### src/rtl/ov7670_capture_ds.sv
// OV7670 pixel capture: synchronises the camera bus into clk, packs byte pairs into
// 16-bit pixels, decimates by 2^C_DEC_LOG2 in both axes and emits frame-buffer writes.
module ov7670_capture_ds #(
  parameter int C_IMG_COLS = 320,
  parameter int C_IMG_ROWS = 240,
  parameter int C_DEC_LOG2 = 0,
  parameter int C_NB_ADDR  = 17,
  parameter int C_VS_FILT  = 4
) (
  input  logic                 clk,
  input  logic                 rst,
  input  logic                 pclk,
  input  logic                 href,
  input  logic                 vsync,
  input  logic [7:0]           data,
  input  logic [1:0]           mode,
  input  logic                 swap_r_b,
  input  logic                 arm,
  input  logic                 single,
  output logic [C_NB_ADDR-1:0] addr,
  output logic [15:0]          dout,
  output logic                 we,
  output logic                 frame_done,
  output logic                 busy,
  output logic [7:0]           frame_cnt,
  output logic                 err_long
);

  localparam int          OUT_COLS = C_IMG_COLS >> C_DEC_LOG2;
  localparam logic [15:0] DEC_MASK = 16'((1 << C_DEC_LOG2) - 1);

  typedef enum logic [1:0] {S_IDLE, S_SYNC, S_ACTIVE, S_DONE} state_t;

  state_t               state_q, state_d;
  logic                 hold_q, hold_d;
  logic [2:0]           pclk_sr_q, href_sr_q, vsync_sr_q;
  logic [7:0]           data_rg1_q, data_rg2_q, data_rg3_q;
  logic                 href_p_q;
  logic [3:0]           vs_cnt_q, vs_cnt_d;
  logic                 vs_f_q, vs_f_d, vs_fp_q;
  logic                 byte_q, byte_d;
  logic [7:0]           b0_q, b0_d;
  logic [15:0]          col_q, col_d, row_q, row_d;
  logic [C_NB_ADDR-1:0] base_q, base_d, addr_q, addr_d;
  logic [15:0]          dout_q, dout_d, pix;
  logic                 we_q, we_d, err_q, err_d;
  logic [7:0]           fcnt_q;

  logic pclk_rise, href_s, href_fall, vsync_s, vs_rise, vs_fall;
  logic start_sync, enter_active, px_keep, row_keep;

  assign pclk_rise = pclk_sr_q[1] & ~pclk_sr_q[2];
  assign href_s    = href_sr_q[2];
  assign vsync_s   = vsync_sr_q[2];
  assign href_fall = href_p_q & ~href_s;
  assign vs_rise   = vs_f_q & ~vs_fp_q;
  assign vs_fall   = ~vs_f_q & vs_fp_q;

  // A single-frame capture parks in IDLE until arm is dropped, so it cannot re-trigger.
  always_comb begin
    state_d = state_q;
    hold_d  = hold_q & arm;
    case (state_q)
      S_IDLE:   if (arm && !hold_q) state_d = S_SYNC;
      S_SYNC:   if (vs_fall) state_d = S_ACTIVE;
      S_ACTIVE: if (vs_rise) state_d = S_DONE;
      S_DONE: begin
        if (arm && !single) begin
          state_d = S_SYNC;
        end else begin
          state_d = S_IDLE;
          hold_d  = arm;
        end
      end
      default:  state_d = S_IDLE;
    endcase
    if (!arm) state_d = S_IDLE;
  end

  assign start_sync   = (state_q == S_IDLE) && (state_d == S_SYNC);
  assign enter_active = (state_q == S_SYNC) && (state_d == S_ACTIVE);
  assign px_keep      = ((col_q & DEC_MASK) == 16'd0) && ((row_q & DEC_MASK) == 16'd0);
  assign row_keep     = (row_q & DEC_MASK) == 16'd0;

  always_comb begin
    vs_cnt_d = vs_cnt_q;
    vs_f_d   = vs_f_q;
    if (!vsync_s) begin
      vs_cnt_d = 4'd0;
      vs_f_d   = 1'b0;
    end else begin
      if (vs_cnt_q < 4'(C_VS_FILT)) vs_cnt_d = vs_cnt_q + 4'd1;
      if (vs_cnt_q >= 4'(C_VS_FILT - 1)) vs_f_d = 1'b1;
    end
  end

  // Swapping exchanges the outermost colour fields; gray has no colour to swap.
  always_comb begin
    pix = {8'h00, b0_q};
    if (!mode[1]) begin
      if (mode[0]) begin
        pix = swap_r_b ? {data_rg3_q[4:0], b0_q[2:0], data_rg3_q[7:5], b0_q[7:3]}
                       : {b0_q, data_rg3_q};
      end else begin
        pix = swap_r_b ? {4'h0, data_rg3_q[3:0], data_rg3_q[7:4], b0_q[3:0]}
                       : {4'h0, b0_q[3:0], data_rg3_q[7:4], data_rg3_q[3:0]};
      end
    end
  end

  always_comb begin
    byte_d = byte_q;
    b0_d   = b0_q;
    col_d  = col_q;
    row_d  = row_q;
    base_d = base_q;
    addr_d = addr_q;
    dout_d = dout_q;
    we_d   = 1'b0;
    err_d  = err_q;
    if (start_sync) err_d = 1'b0;
    if (enter_active) begin
      byte_d = 1'b0;
      col_d  = 16'd0;
      row_d  = 16'd0;
      base_d = '0;
    end else if (state_q == S_ACTIVE) begin
      if (!href_s) begin
        byte_d = 1'b0;
      end else if (pclk_rise) begin
        if (!byte_q) begin
          b0_d   = data_rg3_q;
          byte_d = 1'b1;
        end else begin
          byte_d = 1'b0;
          if (col_q != 16'hFFFF) col_d = col_q + 16'd1;
          if (col_q >= 16'(C_IMG_COLS) || row_q >= 16'(C_IMG_ROWS)) begin
            err_d = 1'b1;
          end else if (px_keep) begin
            we_d   = 1'b1;
            addr_d = base_q + C_NB_ADDR'(col_q >> C_DEC_LOG2);
            dout_d = pix;
          end
        end
      end
      // Row base steps by a nominal line, so short lines never shift later rows.
      if (href_fall) begin
        col_d = 16'd0;
        if (row_q != 16'hFFFF) row_d = row_q + 16'd1;
        if (row_keep) base_d = base_q + C_NB_ADDR'(OUT_COLS);
      end
    end
  end

  always_ff @(posedge clk or posedge rst) begin
    if (rst) begin
      state_q    <= S_IDLE;
      hold_q     <= 1'b0;
      pclk_sr_q  <= 3'd0;
      href_sr_q  <= 3'd0;
      vsync_sr_q <= 3'd0;
      data_rg1_q <= 8'd0;
      data_rg2_q <= 8'd0;
      data_rg3_q <= 8'd0;
      href_p_q   <= 1'b0;
      vs_cnt_q   <= 4'd0;
      vs_f_q     <= 1'b0;
      vs_fp_q    <= 1'b0;
      byte_q     <= 1'b0;
      b0_q       <= 8'd0;
      col_q      <= 16'd0;
      row_q      <= 16'd0;
      base_q     <= '0;
      addr_q     <= '0;
      dout_q     <= 16'd0;
      we_q       <= 1'b0;
      err_q      <= 1'b0;
      fcnt_q     <= 8'd0;
    end else begin
      state_q    <= state_d;
      hold_q     <= hold_d;
      pclk_sr_q  <= {pclk_sr_q[1:0], pclk};
      href_sr_q  <= {href_sr_q[1:0], href};
      vsync_sr_q <= {vsync_sr_q[1:0], vsync};
      data_rg1_q <= data;
      data_rg2_q <= data_rg1_q;
      data_rg3_q <= data_rg2_q;
      href_p_q   <= href_s;
      vs_cnt_q   <= vs_cnt_d;
      vs_f_q     <= vs_f_d;
      vs_fp_q    <= vs_f_q;
      byte_q     <= byte_d;
      b0_q       <= b0_d;
      col_q      <= col_d;
      row_q      <= row_d;
      base_q     <= base_d;
      addr_q     <= addr_d;
      dout_q     <= dout_d;
      we_q       <= we_d;
      err_q      <= err_d;
      if (state_q == S_DONE) fcnt_q <= fcnt_q + 8'd1;
    end
  end

  assign addr       = addr_q;
  assign dout       = dout_q;
  assign we         = we_q;
  assign frame_done = (state_q == S_DONE);
  assign busy       = (state_q == S_ACTIVE);
  assign frame_cnt  = fcnt_q;
  assign err_long   = err_q;

endmodule

### config.mk
export PLATFORM = sky130hd
export DESIGN_NAME = ov7670_capture_ds
export DESIGN_NICKNAME = d
export VERILOG_FILES = /design/src/rtl/ov7670_capture_ds.sv
export SDC_FILE = /design/constraint.sdc
export NUM_CORES = 1
export LEC_CHECK = 0
export BUFFER_PORTS_ARGS = -buffer_cell sky130_fd_sc_hd__clkbuf_2
export CAP_MARGIN = 20
export CORE_ASPECT_RATIO = 1.25
export CORE_MARGIN = 8
export CORE_UTILIZATION = 50
export CTS_BUF_LIST = sky130_fd_sc_hd__clkbuf_16
export DETAILED_ROUTE_END_ITERATION = 16
export GPL_TIMING_DRIVEN = 0
export PLACE_DENSITY = 0.69
export RECOVER_POWER = 25
export SYNTH_ARGS = -nofsm -noshare
export SYNTH_HDL_FRONTEND = slang
export SYNTH_SLANG_ARGS = --single-unit
export TNS_END_PERCENT = 20
### constraint.sdc
create_clock -name clk -period 4.6 [get_ports clk]
set_input_delay 0.23 -clock clk [delete_from_list [all_inputs] [get_ports clk]]
set_output_delay 0.23 -clock clk [all_outputs]
set_load 0.05 [all_outputs]
# == Word-level counts from Yosys, hierarchy flattened ==
# Index checks and enable logic that the tools add are counted.
# W data, S select, Z words.
# word_totals
reg_bits,144
inputBits,18
out_inout_bits,45
wordCells,123
# op_classes
addsub,6
magnitude_cmp,4
n_eq_ne,10
mux,48
n_bitwise,12
reduce_logical,21
# op_table
cell,count
$mux W16,14
$mux W17,3
$add A16 B1 Y16 const B,2
$ne A16 B16 Y1 const B,2
$mux W1,23
$add A17 B16 Y17,1
$add A17 B9 Y17 const B,1
$ge A16 B8 Y1 const B,1
$ge A16 B9 Y1 const B,1
$mux W12,1
$reduce_bool A3 Y1,4
$reduce_and A5 Y1,2
$add A8 B1 Y8 const B,1
$mux W2,4
$mux W4,2
$pmux W2 S4,1
$not A1 Y1,7
$eq A2 B2 Y1 const B,3
$reduce_and A6 Y1,1
$reduce_bool A2 Y1,3
$and A1 B1 Y1,5
$add A4 B1 Y4 const B,1
$eq A2 B1 Y1 const B,2
$ge A4 B2 Y1 const B,1
9 further kinds,15

# == Longest topological paths before layout ==
# Gate-level depths: netlist of run 1.
# logic_depth
ltp_word,14
mapped_depth,8
ltp_nobuf,6

# == Worst setup path before layout of run 1 ==
# No wires, ideal clock.
# synth_timing
path_kind,reg2reg
from,reg state_q[0]
to,reg col_q[6]
setup_time_ps,119
arrival_ps,1951
required_time_ps,4481
path_slack_ps,2531
stages_incl_launch_ff,8
path_buffers,1
period_less_slack_ps,2069
path_cell_list,dfrtp_1 > buf_2 > nand2b_1 > inv_1 > a21oi_2 > a2111oi_4 > a21boi_0 > o21a_1
# synth_via
elab_chain_cells,7
elab_cells_between_ends,18
cone_classes,eq/ne (4); mux (6); reduce/logical (8)
# synth_rtl
item,line,source
from (decl),34,"state_t state_q, state_d;"
from (signal assigned),180,state_q <= state_d;
$eq A2 B2 Y1 (*),--,
net busy,24,"output logic busy,"
$pmux W2 S4,63,case (state_q)
$mux W2,77,if (!arm) state_d = S_IDLE;
$eq A2 B2 Y1,81,assign enter_active = (state_q == S_SYNC) && (state_d == S_ACTIVE);
$logic_and A1 B1 Y1,81,
$reduce_bool A3 Y1 (no source line) or $reduce_bool A2 Y1 (tied branches),--,
$reduce_and A5 Y1 (no source line),--,
to (signal assigned),194,col_q <= col_d;
to (decl),43,"logic [15:0] col_q, col_d, row_q, row_d;"
# The timed path passes the listed nets; every way through them passes the cells marked *.
# A chain may end at the register's enable or synchronous reset.

# == Worst setup path after layout of run 1 ==
# layout_timing
from,reg state_q[0]
to,reg base_q[14]
# layout_via
elab_chain_cells,7
elab_cells_between_ends,15
cone_classes,eq/ne (4); mux (6); reduce/logical (5)
# layout_rtl
item,line,source
$eq A2 B2 Y1 (tied with other cells),63,
$pmux W2 S4,63,
$mux W2,77,
$eq A2 B2 Y1,81,
$logic_and A1 B1 Y1,81,
$reduce_bool A2 Y1 (no source line),--,
$reduce_and A2 Y1 (no source line),--,
to (signal assigned),196,base_q <= base_d;
to (decl),44,"logic [C_NB_ADDR-1:0] base_q, base_d, addr_q, addr_d;"
# Several ways; a longest one is shown, not always the timed one.

==> flow_metrics.env, run 1 <==
export IMPL_status="finished, final reports clean"
export IMPL_setup_violations=0
export IMPL_critPathLaunchType="register"
export IMPL_drtAntennaViolNets=0
export IMPL_clkSinkCount=138
export IMPL_core_rowCount=46
export IMPL_fin_cells=822
export IMPL_grt_pass1_wl_mm=22.2
export IMPL_p_comb_frac=0.164
export IMPL_clock_fmax_ghz=0.429
export IMPL_multi_input_area_um2=2720
export IMPL_cp_end_kind="register"
export IMPL_total_power_mw=3.56
export IMPL_drtIter0Drc=188
export IMPL_worstPathRequired_ps=4890
export IMPL_drc=0
export IMPL_setup_ws_ps=2270
export IMPL_cts_tree="yes"
export IMPL_rsz0062_at_grt="false"
export IMPL_finalWirelength_mm=13.5
export IMPL_syn_to_final_growth_pct=20.7
export IMPL_dp_slack_ps=2290
export IMPL_synthMuxAreaShare=0.0733
export IMPL_wl_per_cell_um=16.4
export IMPL_hold_violations=0
export IMPL_slew_viol_final=0
export IMPL_vias=4507
export IMPL_place_area_um2=6850
export IMPL_dieArea_um2=16500
export IMPL_synth_top_area_cell="dfrtp_1"
export IMPL_synth_most_common_cell="dfrtp_1"
export IMPL_synth_top_family_by_area="simple AND/OR/NAND/NOR gates"
export IMPL_diodes=0
export IMPL_ctsResizeCount=0
export IMPL_grt_ovfl_total=0
export IMPL_yosys_area_top_type_share=0.548
export IMPL_netlist_instances=548
export IMPL_clkTransAtPathRegs_ps=60
export IMPL_die_h_um=141
export IMPL_dr_pass1_iters=4
export IMPL_hold_worst_slack_ps=99.4
export IMPL_p_sw_frac=0.279
export IMPL_synth_compound_area_frac=0.108
export IMPL_syn_nets=583
export IMPL_hold_class="in -> reg"
export IMPL_seq_area_frac_synth=0.548
export IMPL_fin_crit_sh=0.507
export IMPL_intPower_mw=2.56
export IMPL_dp_hpwl_mm=9.73
export IMPL_period_minus_slack_ps=2330
export IMPL_ctsRootBufferMaster="clkbuf_16"
export IMPL_utilization=0.609
export IMPL_io_buffers=62
export IMPL_via_per_inst=5.48
export IMPL_nNetsFinal=677
export IMPL_die_width_um=116
export IMPL_synth_warnings=0
export IMPL_worstSetupPathType="reg -> reg"
export IMPL_ctsLongestPathBuffers=2
export IMPL_power_frac_seq=0.429
export IMPL_clkPwrFrac=0.407
export IMPL_finalSetupTns_ps=0
export IMPL_antenna_found_initial=0
export IMPL_avgSynthCellArea_um2=11.5
export IMPL_async_flop_share=1.00
export IMPL_cts_buffers=17
export IMPL_ys_ff_latch=138
export IMPL_placed_cells=779
export IMPL_track_usage=0.175
export IMPL_finalInstanceArea_um2=7600
export IMPL_dominantRegCellSynth="dfrtp_1"
export IMPL_seqCellArea_um2=3450
export IMPL_p_leak_nw=3.55
export IMPL_yosys_top_cells_count="dfrtp_1, nor2_1, nand2_1, xnor2_1, mux2_2"
export IMPL_crit_fanout=10
export IMPL_place_gp_congestion=0.852
export IMPL_tightest_slew_ps=680
export IMPL_peakVddDrop_v=0.000344
export IMPL_synthesis_area_um2=6300
export IMPL_floorplan_initialDensity=0.504
export IMPL_boundaryPins=63
export IMPL_cp_data_arrival_time_ps=2630
export IMPL_grt_pass1_vias=4641
export IMPL_fill_cells=1038
export IMPL_maxCapViolations=0
export IMPL_insertion_delay_ps=430
export IMPL_p_sw_mw=0.992
export IMPL_layout_drive_gt1_share=0.211
export IMPL_grt_max_degree=79
export IMPL_synthSimpleGateAreaFrac=0.158
export IMPL_maxSlewHeadroom=0.547
export IMPL_synth_cell_types=64
export IMPL_synth_adder_area_share=0.0338
export IMPL_pwr_density_cell_nw_per_um2=468
export IMPL_synth_area_leaders="dfrtp_1, xnor2_1, mux2_2"
export IMPL_synth_edf_count=0
export IMPL_design_core_area_um2=12500
export IMPL_synth_xor_area_frac=0.0584
export IMPL_htree_num_levels=4
export IMPL_fin_skew_ps=7.79
==> cell families (layout without fill, tap and decap cells) <==
kind of cell    Yosys count  in the layout
flops                   138            138
fa+ha+maj                17             17
mux                      42             42
compound gates           95             95
xor+xnor                 42             42
buf+inv                  29            135
simple gates            185            185
==> layout make-up <==
type,count,share of cell area
sequential,138,0.454
multi-input combinational,381,0.357
timing repair buffer,75,0.0601
clock buffer,17,0.0560
tap,168,0.0276
clock inverter,14,0.0272
buffer,16,0.0104
inverter,13,0.00724
==> path summary, 6_finish.rpt <==
check | from | end | slack [ps] | depth (start not counted)
setup / recovery | state_q[0] | base_q[14] | 2270 | 6
hold / removal | single | hold_q | 100 | 3
setup reg to reg | state_q[0] | base_q[14] | 2270 | 6
hold reg to reg | pclk_sr_q[0] | pclk_sr_q[1] | 350 | 0
max in group asynchronous | rst | addr[12] | 3370 | 4
min in group asynchronous | rst | data_rg2_q[0] | 500 | 3
==> placed cells by master, fill, tap and decap left out, types with 4 or more instances in the layout <==
master,netlist,routed
dfrtp_1,138,138
clkbuf_2,0,61
nor2_1,51,51
nand2_1,37,37
xnor2_1,28,28
mux2_2,21,21
mux2i_1,18,18
a21oi_1,18,18
ha_1,17,17
clkbuf_16,0,17
o21ai_0,16,16
xor2_1,14,14
inv_1,12,13
nor4_1,12,12
o31ai_1,12,12
nand4_1,12,12
dlygate4sd3_1,0,12
clkbuf_1,9,11
nand3_1,11,11
and3_1,10,10
nor2b_1,9,9
nor3_1,7,7
a21o_1,6,6
nand2b_1,5,5
and4_1,5,5
a211oi_1,5,5
bufinv_16,0,5
and2_1,4,4
o22a_1,4,4
o22ai_1,4,4
o2111ai_1,4,4
clkinvlp_4,0,4
==> timing repair <==
action	CTS	global route
buffers inserted	0	0
hold endpoints to repair	88	0
hold buffers	12	0
==> layer usage <==
metal  up-vias  part of all wire  GRT usage
li1       2169                 -          -
met1      2227              0.41      0.198
met5         -                 0          0
met2        86              0.52      0.298
met3        25             0.052     0.0536
met4         0             0.022     0.0732
==> worst max-delay path: stages, from the launching register on <==
cell,delay (ps)
dfrtp_1,320
clkbuf_1,280
and4bb_2,380
and2_0,280
clkbuf_1,420
clkbuf_1,410
nor2_1,100
==> power by group through the flow <==
| stage | Combinational (mW) | Sequential [mW] | Clock, mW |
|---|---|---|---|
| after floorplan | 0.429 | 1.53 | 0 |
| after detailed placement | 0.574 | 1.55 | 0 |
| after global routing | 0.656 | 1.55 | 1.53 |
| final | 0.582 | 1.53 | 1.45 |
| after CTS | 0.587 | 1.53 | 1.47 |
| after global placement | 0.553 | 1.54 | 0 |
==> flip-flops by register name, indices dropped and copies added (netlist names), 4 cells and up <==
register    cells
addr           17
b0_q            8
base_q         11
col_q          16
data_rg1_q      8
data_rg2_q      8
data_rg3_q      8
dout           16
frame_cnt       8
row_q          16
vs_cnt_q        4
Note: power is estimated with default switching activity, not from simulation.
==> run 2, diff against run 1 <==
--- a/config.mk
+++ b/config.mk
@@ -13,7 +13,7 @@
 export CTS_BUF_LIST = sky130_fd_sc_hd__clkbuf_16
 export DETAILED_ROUTE_END_ITERATION = 16
 export GPL_TIMING_DRIVEN = 0
-export PLACE_DENSITY = 0.69
+export PLACE_DENSITY = 0.72
 export RECOVER_POWER = 25
 export SYNTH_ARGS = -nofsm -noshare
 export SYNTH_HDL_FRONTEND = slang
==> constraint.sdc (replaced) <==
create_clock -name clk -period 2.1 [get_ports clk]
set_input_delay 0.105 -clock clk [delete_from_list [all_inputs] [get_ports clk]]
set_output_delay 0.105 -clock clk [all_outputs]
set_load 0.05 [all_outputs]
==> flow_metrics.env, run 2 (same netlist as run 1, synthesis figures left out) <==
export IMPL_cp_end_kind="register"
export IMPL_grt_pass1_vias=4665
export IMPL_die_width_um=116
export IMPL_grt_ovfl_total=0
export IMPL_peakVddDrop_v=0.000550
export IMPL_pwr_density_cell_nw_per_um2=973
export IMPL_intPower_mw=5.26
export IMPL_worst_path_buf_inv=2
export IMPL_cp_data_arrival_time_ps=2390
export IMPL_drtIter0Drc=328
export IMPL_clock_fmax_ghz=0.478
export IMPL_status="finished, final reports clean"
export IMPL_syn_to_final_growth_pct=23.7
export IMPL_maxSlewHeadroom=0.232
export IMPL_ctsRootBufferMaster="clkbuf_16"
export IMPL_final_cell_mix="dfrtp_1, clkbuf_2, nor2_1"
export IMPL_dr_pass1_iters=4
export IMPL_insertion_delay_ps=410
export IMPL_worst_path_largest_cell_delay_ps=570
export IMPL_dp_hpwl_mm=9.64
export IMPL_core_rowCount=46
export IMPL_utilization=0.624
export IMPL_final_common_cell="dfrtp_1"
export IMPL_cts_buffers=17
export IMPL_path_delay_family="simple AND/OR/NAND/NOR gates"
export IMPL_finalWirelength_mm=14.0
export IMPL_largest_reg_flops=17
export IMPL_nNetsFinal=694
export IMPL_drtAntennaViolNets=0
export IMPL_setup_violations=0
export IMPL_cts_tree="yes"
export IMPL_p_leak_nw=3.61
export IMPL_rsz0062_at_grt="true"
export IMPL_track_usage=0.175
export IMPL_crit_chain="or4_4 > nor3_4 > buf_4 > nand3_4 > inv_4 > mux2_2"
export IMPL_grt_max_degree=46
export IMPL_grt_pass1_wl_mm=22.8
export IMPL_worstPathRequired_ps=2400
export IMPL_p_comb_frac=0.192
export IMPL_critPathLaunchType="register"
export IMPL_critPathSlowestCell="or4_4"
export IMPL_fill_cells=962
export IMPL_design_core_area_um2=12500
export IMPL_slew_viol_final=0
export IMPL_layout_drive_gt1_share=0.256
export IMPL_drc=0
export IMPL_fin_crit_sh=0.997
export IMPL_via_per_inst=5.58
export IMPL_period_minus_slack_ps=2090
export IMPL_floorplan_initialDensity=0.504
export IMPL_hold_violations=0
export IMPL_clkSinkCount=138
export IMPL_place_gp_congestion=0.867
export IMPL_vias=4690
export IMPL_hold_worst_slack_ps=117
export IMPL_io_buffers=62
export IMPL_htree_num_levels=4
export IMPL_hold_class="in -> reg"
export IMPL_maxCapViolations=0
export IMPL_wl_per_cell_um=16.7
export IMPL_p_sw_frac=0.307
export IMPL_clkTransAtPathRegs_ps=60
export IMPL_die_h_um=141
export IMPL_finalSetupTns_ps=0
export IMPL_crit_fanout=5
export IMPL_fin_skew_ps=9.49
export IMPL_antenna_found_initial=0
export IMPL_ctsLongestPathBuffers=2
export IMPL_dieArea_um2=16500
export IMPL_boundaryPins=63
export IMPL_clkPwrFrac=0.364
export IMPL_worstSetupPathType="reg -> reg"
export IMPL_power_frac_seq=0.444
export IMPL_diodes=0
export IMPL_p_sw_mw=2.33
export IMPL_tightest_slew_ps=1150
[run 2: changes by cell type in the layout (fill, tap and decap cells not counted), moves of 4 or more]
| cell | previous run | this run |
|---|---|---|
| buf_4 | 0 | 10 |
| dfrtp_1 | 138 | 134 |
| bufinv_16 | 5 | 1 |
| dfrtp_2 | 0 | 4 |
| clkbuf_1 | 11 | 7 |
| buf_12 | 0 | 4 |
[run 2: repair_timing]
action                                  CTS  global route
hold buffers                             14             0
pin swaps                                 1             4
gates resized for setup                   6            22
setup buffers                             5             6
cloned                                    0             2
endpoints found under the setup margin   41            49
endpoints found under the hold margin    35             0
[run 2: worst reg2reg max path: stages, from the launching register on]
cell and delay, ps:
dfrtp_2 440, or4_4 570, nor3_4 230, buf_4 170
nand3_4 120, inv_4 120, mux2_2 330
[run 2: routing by layer]
layer	share of wire	GRT usage
met1	0.41	0.209
met5	0	0
met3	0.040	0.0379
met4	0.024	0.0753
met2	0.52	0.296
[run 2: power groups by stage]
stage | sequential, mW | combinational (mW) | clock, mW
floorplan | 3.35 | 0.939 | 0
global placement | 3.37 | 1.20 | 0
detailed placement | 3.39 | 1.27 | 0
CTS | 3.35 | 1.32 | 2.82
global route | 3.41 | 1.62 | 2.94
finish | 3.37 | 1.46 | 2.76
[run 2: path summary, 6_finish.rpt]
path                                     from            end  slack [ps]  cells after the start
worst min register to register  data_rg1_q[7]  data_rg2_q[7]         350                      0
worst max register to register      col_q[15]        addr[8]           7                      6
max in group asynchronous                 rst      col_q[13]         680                      5
min in group asynchronous                 rst        addr[7]         450                      3
worst max-delay path                col_q[15]        addr[8]           7                      6
worst min-delay path                  mode[1]        dout[4]         120                      4
[run 2: area by class of cell]
cell class,count,area [um2],share of cell area
repair buffers,90,604,0.0775
repair inverters,1,6.26,0.000803
clock inverters,15,126,0.0162
multi-input cells,382,2820,0.362
inverters,13,57.6,0.00738
plain buffers,16,83.8,0.0108
well taps,168,210,0.0270
flip-flops and latches,138,3460,0.444
clock buffers,17,425,0.0546
[run 2: stage by stage]
stage          area [um2]  worst slack, ps  instances  total power, mW
2_1_floorplan        6300             30.6        548             4.29
6_report             7790             7.13        840             7.59
4_1_cts              7630            -34.1        832             7.49
3_5_place_dp         6880             -214        781             4.66
3_3_place_gp         6820             -461        778             4.57
5_1_grt              7790            -52.4        840             7.97
==> run 3, diff against run 2 <==
--- a/config.mk
+++ b/config.mk
@@ -10,7 +10,7 @@
 export CORE_ASPECT_RATIO = 1.25
 export CORE_MARGIN = 8
 export CORE_UTILIZATION = 50
-export CTS_BUF_LIST = sky130_fd_sc_hd__clkbuf_16
+export CTS_CLUSTER_SIZE = 8
 export DETAILED_ROUTE_END_ITERATION = 16
 export GPL_TIMING_DRIVEN = 0
 export PLACE_DENSITY = 0.72
==> flow_metrics.env, run 3 (same netlist as run 1, synthesis figures left out) <==
export IMPL_maxCapViolations=0
export IMPL_grt_util_met2=0.300
export IMPL_worstSetupPathType="reg -> reg"
export IMPL_ctsLongestPathBuffers=2
export IMPL_boundaryPins=63
export IMPL_htree_num_levels=4
export IMPL_fin_skew_ps=8.26
export IMPL_via_per_inst=5.61
export IMPL_design_core_area_um2=12500
export IMPL_hold_class="in -> reg"
export IMPL_finalWirelength_mm=13.9
export IMPL_die_h_um=141
export IMPL_cp_end_kind="register"
export IMPL_placed_cells=781
export IMPL_clock_fmax_ghz=0.467
export IMPL_violations="setup timing"
export IMPL_grt_max_degree=46
export IMPL_critPathLaunchType="register"
export IMPL_cp_data_arrival_time_ps=2440
export IMPL_floorplan_initialDensity=0.504
export IMPL_clkTransAtPathRegs_ps=60
export IMPL_maxSlewHeadroom=0.241
export IMPL_dp_hpwl_mm=9.64
export IMPL_pwr_density_cell_nw_per_um2=983
export IMPL_p_leak_nw=3.59
export IMPL_clkSinkCount=138
export IMPL_grt_pass1_vias=4708
export IMPL_fin_crit_sh=1.02
export IMPL_cts_tree="yes"
export IMPL_die_width_um=116
export IMPL_insertion_delay_ps=410
export IMPL_dr_pass1_iters=4
export IMPL_largest_reg_flops=17
export IMPL_drtAntennaViolNets=0
export IMPL_io_buffers=62
export IMPL_final_common_cell="dfrtp_1"
export IMPL_crit_fanout=5
export IMPL_met1_usage=0.209
export IMPL_drc=0
export IMPL_worstPathRequired_ps=2400
export IMPL_finalSetupTns_ps=-78.4
export IMPL_met3_usage=0.0370
export IMPL_dieArea_um2=16500
export IMPL_nNetsFinal=688
export IMPL_cts_buffers=17
export IMPL_ctsRootBufferMaster="clkbuf_16"
export IMPL_grt_pass1_wl_mm=22.9
export IMPL_antenna_found_initial=0
export IMPL_setup_ws_ps=-40.7
export IMPL_place_gp_congestion=0.867
export IMPL_fill_cells=964
export IMPL_track_usage=0.177
export IMPL_peakVddDrop_v=0.000551
export IMPL_top_usage_layer="met2"
export IMPL_period_minus_slack_ps=2140
export IMPL_rsz0062_at_grt="true"
export IMPL_vias=4677
export IMPL_wl_per_cell_um=16.7
export IMPL_final_cell_mix="dfrtp_1, clkbuf_2, nor2_1"
export IMPL_diodes=0
export IMPL_hold_worst_slack_ps=115
export IMPL_slew_viol_final=0
export IMPL_core_rowCount=46
export IMPL_setup_violations=9
export IMPL_hold_violations=0
export IMPL_fin_cells=834
export IMPL_status="finished with violations"
export IMPL_syn_to_final_growth_pct=23.5
export IMPL_layout_drive_gt1_share=0.257
export IMPL_grt_ovfl_total=0
export IMPL_tightest_slew_ps=1130
export IMPL_drtIter0Drc=379
-- run 3: worst max-delay path, stage by stage (launching register included) --
cell     delay (ps)
dfrtp_1         440
ha_1            350
a21o_1          270
a221o_1         370
a21oi_1         230
xnor2_1         100
mux2_2          260
-- run 3: power breakdown --
| group | switching, mW | total (mW) | internal, mW |
|---|---|---|---|
| clock network | 1.14 | 2.84 | 1.70 |
| registers | 0.404 | 3.38 | 2.98 |
| logic | 0.781 | 1.43 | 0.645 |
| total | 2.32 | 7.65 | 5.33 |
-- run 3: per-stage QoR --
| step | cell area (um2) | setup slack (ps) | utilization | power (mW) |
|---|---|---|---|---|
| global placement | 6820 | -461 | 0.546 | 4.57 |
| detailed placement | 6880 | -214 | 0.551 | 4.66 |
| finish | 7780 | -40.7 | 0.623 | 7.65 |
| global route | 7780 | -76.4 | 0.623 | 8.03 |
| floorplan | 6300 | 30.6 | - | 4.29 |
| CTS | 7680 | -9.25 | 0.615 | 7.62 |
-- run 3: timing repair --
item                                    CTS  global route
hold buffers                             14             0
pin swaps                                 1             2
setup buffers                             5             2
endpoints found under the setup margin   41            49
hold endpoints to repair                 35             0
resized for setup                         9            19
-- run 3: cell type report --
type	instances	area, um2	area share
Timing Repair Buffer	86	574	0.0738
Sequential cell	138	3460	0.445
Clock inverter	12	115	0.0148
Buffer	16	83.8	0.0108
Inverter	13	55.1	0.00708
Multi-Input combinational cell	381	2830	0.363
Tap cell	168	210	0.0270
Clock buffer	20	457	0.0587
-- run 3: path summary, 6_finish.rpt --
kind	start	end	slack (ps)	cells after the start
setup reg to reg	col_q[7]	addr[12]	-40	6
hold reg to reg	data_rg1_q[0]	data_rg2_q[0]	350	0
max in group asynchronous	rst	col_q[9]	690	5
setup / recovery	col_q[7]	addr[12]	-40	6
min in group asynchronous	rst	addr[7]	440	3
hold / removal	mode[1]	dout[4]	120	4
-- run 3: per-layer routing --
layer / vias to the layer above / share of wire
li1: 2189 / -
met4: 0 / 0.026
met3: 32 / 0.050
met5: - / 0
met2: 116 / 0.52
met1: 2340 / 0.40
